File: src/rtl/tap_ram_arbiter.sv
// Shares the single-port tap BRAM between host and FIR engine (engine first, host after pMAX_WAIT losses).
// Grants are same-cycle, read data returns 1 cycle after grant; host writes stall while eng_lock is high.
module tap_ram_arbiter #(
  parameter int pADDR_WIDTH = 12,
  parameter int pDATA_WIDTH = 32,
  parameter int pMAX_WAIT   = 4
) (
  input  logic                   axis_clk,
  input  logic                   axis_rst_n,
  input  logic                   host_req,
  input  logic                   host_we,
  input  logic [pADDR_WIDTH-1:0] host_addr,
  input  logic [pDATA_WIDTH-1:0] host_wdata,
  output logic                   host_gnt,
  output logic                   host_rvalid,
  output logic [pDATA_WIDTH-1:0] host_rdata,
  input  logic                   eng_req,
  input  logic [pADDR_WIDTH-1:0] eng_addr,
  output logic                   eng_gnt,
  output logic                   eng_rvalid,
  output logic [pDATA_WIDTH-1:0] eng_rdata,
  input  logic                   eng_lock,
  output logic [3:0]             tap_WE,
  output logic                   tap_EN,
  output logic [pDATA_WIDTH-1:0] tap_Di,
  output logic [pADDR_WIDTH-1:0] tap_A,
  input  logic [pDATA_WIDTH-1:0] tap_Do
);

  localparam logic [3:0] MAX_WAIT = 4'(pMAX_WAIT);

  logic       host_elig;
  logic       eng_elig;
  logic       host_win;
  logic [3:0] starve_cnt;
  logic       hr_pend;
  logic       er_pend;

  // Grants are gated by reset so every output is quiet while reset is held.
  always_comb begin
    host_elig = host_req & ~(host_we & eng_lock);
    eng_elig  = eng_req;
    host_win  = host_elig & (~eng_elig | (starve_cnt == MAX_WAIT));
    host_gnt  = axis_rst_n & host_win;
    eng_gnt   = axis_rst_n & eng_elig & ~host_win;

    tap_EN = 1'b0;
    tap_WE = 4'h0;
    tap_A  = '0;
    tap_Di = '0;
    if (host_gnt) begin
      tap_EN = 1'b1;
      tap_WE = host_we ? 4'hf : 4'h0;
      tap_A  = host_addr;
      tap_Di = host_wdata;
    end else if (eng_gnt) begin
      tap_EN = 1'b1;
      tap_A  = eng_addr;
    end
  end

  always_ff @(posedge axis_clk or negedge axis_rst_n) begin
    if (!axis_rst_n) begin
      starve_cnt <= 4'd0;
      hr_pend    <= 1'b0;
      er_pend    <= 1'b0;
    end else begin
      hr_pend <= host_gnt & ~host_we;
      er_pend <= eng_gnt;
      // A write parked behind eng_lock is not eligible, so it never accrues wait credit.
      if (host_gnt || !host_elig) begin
        starve_cnt <= 4'd0;
      end else if (starve_cnt < MAX_WAIT) begin
        starve_cnt <= starve_cnt + 4'd1;
      end
    end
  end

  always_comb begin
    host_rvalid = hr_pend;
    host_rdata  = hr_pend ? tap_Do : '0;
    eng_rvalid  = er_pend;
    eng_rdata   = er_pend ? tap_Do : '0;
  end

endmodule

File: config.mk
export PLATFORM = sky130hd
export DESIGN_NAME = tap_ram_arbiter
export DESIGN_NICKNAME = d
export VERILOG_FILES = /design/src/rtl/tap_ram_arbiter.sv
export SDC_FILE = /design/constraint.sdc
export NUM_CORES = 1
export LEC_CHECK = 0
export ABC_CLOCK_PERIOD_IN_PS = 1900
export BUFFER_PORTS_ARGS = -buffer_cell sky130_fd_sc_hd__buf_2
export CAP_MARGIN = 20
export CORE_AREA = 2 2 83 85
export CTS_BUF_LIST = sky130_fd_sc_hd__clkbuf_2 sky130_fd_sc_hd__clkbuf_4 sky130_fd_sc_hd__clkbuf_8
export DETAILED_ROUTE_END_ITERATION = 8
export DIE_AREA = 0 0 85 87
export GPL_ROUTABILITY_DRIVEN = 0
export PLACE_DENSITY = 0.67
export SETUP_SLACK_MARGIN = 0.05
export SYNTH_ARGS = -nofsm -noshare
export SYNTH_HDL_FRONTEND = slang
export SYNTH_SLANG_ARGS = --single-unit
File: constraint.sdc
create_clock -name axis_clk -period 1.9 [get_ports axis_clk]
set_clock_uncertainty 0.1 [all_clocks]
set_input_delay 0.285 -clock axis_clk [delete_from_list [all_inputs] [get_ports axis_clk]]
set_output_delay 0.285 -clock axis_clk [all_outputs]
set_load 0.05 [all_outputs]
# Word level (Yosys, flattened, before mapping)

Index checks and enable logic that the tools add are counted.

Add/subtract/negate cells: 1
Magnitude comparators: 1
Equal/unequal tests: 1
Mux-type cells: 11
Bitwise operators: 12
Reduce and logical (&&, ||, !) cells: 3

Operators with widths:

| operator            | number |
|---|---|
| $mux 32             | 3 |
| $mux 12             | 2 |
| $mux 4              | 4 |
| $and 1x1->1         | 7 |
| $add 4x1->4 const B | 1 |
| $eq 4x3->1 const B  | 1 |
| $lt 4x3->1 const B  | 1 |
| $not 1->1           | 4 |
| $mux 1              | 2 |
| $reduce_bool 2->1   | 1 |
| $logic_not 1->1     | 1 |
| $logic_or 1x1->1    | 1 |
| $or 1x1->1          | 1 |

Bits in registers: 6
Input bits: 94
Output and inout port bits: 117

# Depth between registers and ports, before layout

Depth in word-level cells: 8
Depth in mapped cells: 6
Depth with buffers taken out: 5

# Least setup slack after synthesis

No wires, ideal clock.

Path kind: register to output
Start point: register starve_cnt[0]
End point: output eng_gnt
Arrival: 2.269 ns
Data required time: 1.515 ns
Path slack: -0.754 ns
Cell stages (with the launch flop): 6
Buffers on the path: 1
Cell sequence: dfrtp_1 -> inv_1 -> ha_1 -> and3b_1 -> clkbuf_1 -> a211oi_1

Word-level cells in the longest chain between the ends: 5

Ends and longest elaborated chain:

| what                   | line | RTL |
|---|---|---|
| from (decl)            | 35   | `logic [3:0] starve_cnt;` |
| from (signal assigned) | 74   | `starve_cnt <= starve_cnt + 4'd1;` |
| $eq 4x3->1             | 43   | `host_win = host_elig & (~eng_elig \| (starve_cnt == MAX_WAIT));` |
| $or 1x1->1             | 43   |  |
| $and 1x1->1            | 43   |  |
| $not 1->1              | 45   | `eng_gnt = axis_rst_n & eng_elig & ~host_win;` |
| $and 1x1->1            | 45   |  |
| to (decl)              | 19   | `output logic eng_gnt,` |

Every way passes these cells.

# Worst setup path in the final report

Start point: register starve_cnt[1]
End point: output tap_WE[3]

Word-level cells in the longest chain between the ends: 5

Ends and longest elaborated chain:

| what        | line | RTL |
|---|---|---|
| $eq 4x3->1  | 43   |  |
| $or 1x1->1  | 43   |  |
| $and 1x1->1 | 43   |  |
| $and 1x1->1 | 44   | `host_gnt = axis_rst_n & host_win;` |
| $mux 4      | 51   | `if (host_gnt) begin` |
| to (decl)   | 23   | `output logic [3:0] tap_WE,` |

Every way passes these cells.

==> metrics.txt <==
f_max 448 MHz; fill count approximately 600; vias in the first global route slightly below 2,000; largest net degree at the start of global routing 35; standard-cell rows 30; DR WL/cell about 14 µm; Tmin final about 2.2 ns; n_diodes 0; placed wire-length estimate around 5 mm; Least-Margin Pin Slew between 0.2 and 0.3 ns; layout cells sized above 1 ~72%; Overall Power between 1 and 1.5 mW; initial antenna violation count 0; critical path class reg -> out; Final setup viols 50; Hold Vio Cnt, Final 0; area grow syn2layout 154%; Critical Path Source Type flip-flop; delay of the slowest critical-path stage 0.37 ns; Hold Path Class in -> reg; Avg Inst Size Synth between 7 and 8 µm²; CTS tree built; Die X-Extent 85 µm; Final WS setup -0.332 ns; clk_lat worst skew ~0.22 ns; cell count after synthesis roughly 180; Final #Nets 499; commonest non-fill, non-tap cell in the layout buf_2; # clock sinks 6; max_slew headroom 80.4%; Cell Pwr Density 323 mW/mm²; peak supply drop approximately 0.00017 V; post-route ant nets 0; fin crit share 117%; Chip Height a little under 90 µm; Post-Place Setup Slack -0.164 ns; RSZ-0062 raised after global routing yes; CP max-delay cell dfrtp_1; Routed WL roughly 6.8 mm; status finished, violations left; Yosys cell types 19; Crit Path Max Fanout 5; Iter 0 DRT Violations 19; Top Ports ~210; CP arrival roughly 1.9 ns; CORE AREA about 0.0066 mm²; Pre-antenna DRT Iters 4; Syn. warnings 0; met2 wire len ~3.6 mm; Post-Route M1 WL about 2.6 mm; total track usage about 15%; Design Area, Final about 0.0033 mm²; DP Area 0.00267 mm²; Pleak 1.76 nW; met3 WL 485 µm; crit-path cells inv_1, ha_2, nand3b_1, a211oi_4, buf_6, buf_12, and2_4, buf_4; Vias per Instance about 4.4; CTS Buffer Depth 2; clock transition at the registers of the reported paths roughly 0.04 ns; Worst setup EP type primary output; starting density of the core 19.6%; max-slew violations 0; first-pass GRT wire length roughly 9.4 mm; failing checks negative setup slack; gr ovfl total 0; DRC 0; synthesized cell area 0.00128 mm²; DR vias 2,119; Seq/Total Area, Yosys around an eighth; commonest non-fill, non-tap cells in the layout 160 x buf_2, 64 x and2_1, 32 x buf_8, 30 x and2_4, 24 x o211ai_1; Port Buffers 210; flops & latches, synth 6; uppermost layer routed met4; required time of the worst setup path between 1.5 and 2 ns; Die Area ~0.0074 mm²; H-tree depth 1; Mapped Nets 279; MaxCap Viol Count 0; Root Driver clkbuf_8; Util after Layout between 40% and 50%; setup TNS -13.82 ns; CTS Buf Count 3
-- through the flow --
| stage | hold slack [ns] | cells |
|---|---|---|
| after floorplan | -0.111 | 183 |
| after global placement | 0.113 | 469 |
| after detailed placement | 0.111 | 469 |
| after CTS | 0.236 | 477 |
| after global routing | 0.250 | 481 |
| final | 0.236 | 481 |
-- repair_timing --
item,CTS,global route
gates resized for setup,115,18
gates cloned,0,3
pin swaps,5,11
endpoints found under the setup margin,50,51
endpoints found under the hold margin,6,0
setup buffers,4,1
hold buffers,1,0
-- critical path: cells and delay by family, from the launching register on --
family,cells,cell delay [ns]
fa+ha+maj,1,0.17
buf+inv,4,0.55
flops,1,0.37
compound gates,1,0.23
simple gates,2,0.31
-- final timing paths --
path,start,endpoint,slack (ns),cells after the start
setup / recovery,starve_cnt[1],tap_WE[3],-0.33,8
hold / removal,host_req,host_rvalid,0.24,2
setup reg to reg,starve_cnt[1],host_rvalid,0.32,6
hold reg to reg,starve_cnt[3],starve_cnt[3],0.48,2
max in group asynchronous,axis_rst_n,starve_cnt[3],1.17,3
min in group asynchronous,axis_rst_n,starve_cnt[1],0.41,3
-- where the power goes --
part	leakage [nW]	switching (mW)	internal, mW
registers	0.0813	0.00213	0.133
logic	1.66	0.454	0.275
clock network	0.0216	0.0566	0.136
total	1.76	0.513	0.545
-- per-layer routing --
layer / GRT usage [%] / vias up
met1: 17.4 / 964
li1: - / 1043
met3: 2.09 / 6
met5: 0 / -
met2: 29.6 / 106
met4: 5.34 / 0
-- sequential cells by signal (all words and copies together) (netlist names) --
signal       flops
host_rvalid      1
eng_rvalid       1
starve_cnt       4
-- synth_stat cells, drive strengths merged --
cell    number  share of area (%)
and2        97                 47
o211ai      24                 14
a21oi       15                5.8
clkbuf      13                3.8
buf          7                5.3
dfrtp        6                 12
inv          5                1.5
nor3         4                1.6
a211oi       2                2.1
and3b        2                1.4
ha           2                1.9
a21bo        1               0.78
a21boi       1               0.58
mux2i        1               0.78
nand3b       1               0.58
nor2         1               0.29
xnor2        1               0.68
-- layout make-up --
| type | instances | area, µm² | share of cell area (%) |
|---|---|---|---|
| well taps | 80 | 100 | 3.06 |
| repair buffers | 235 | 1740 | 53.1 |
| inverters | 5 | 18.8 | 0.574 |
| clock buffers | 3 | 41.3 | 1.26 |
| flip-flops and latches | 6 | 150 | 4.59 |
| multi-input cells | 152 | 1220 | 37.4 |
-- cells by family (layout without fill, tap and decap cells) --
group           count (synthesis)  count (layout)  synth area share (%)
compound gates                 43              43                  23.4
xor+xnor                        1               1                 0.682
fa+ha+maj                       2               2                  1.95
buf+inv                        25             243                  10.5
flops                           6               6                  11.7
mux                             1               1                 0.779
simple gates                  105             105                  51.0
Note: power is estimated with default switching activity, not from simulation.
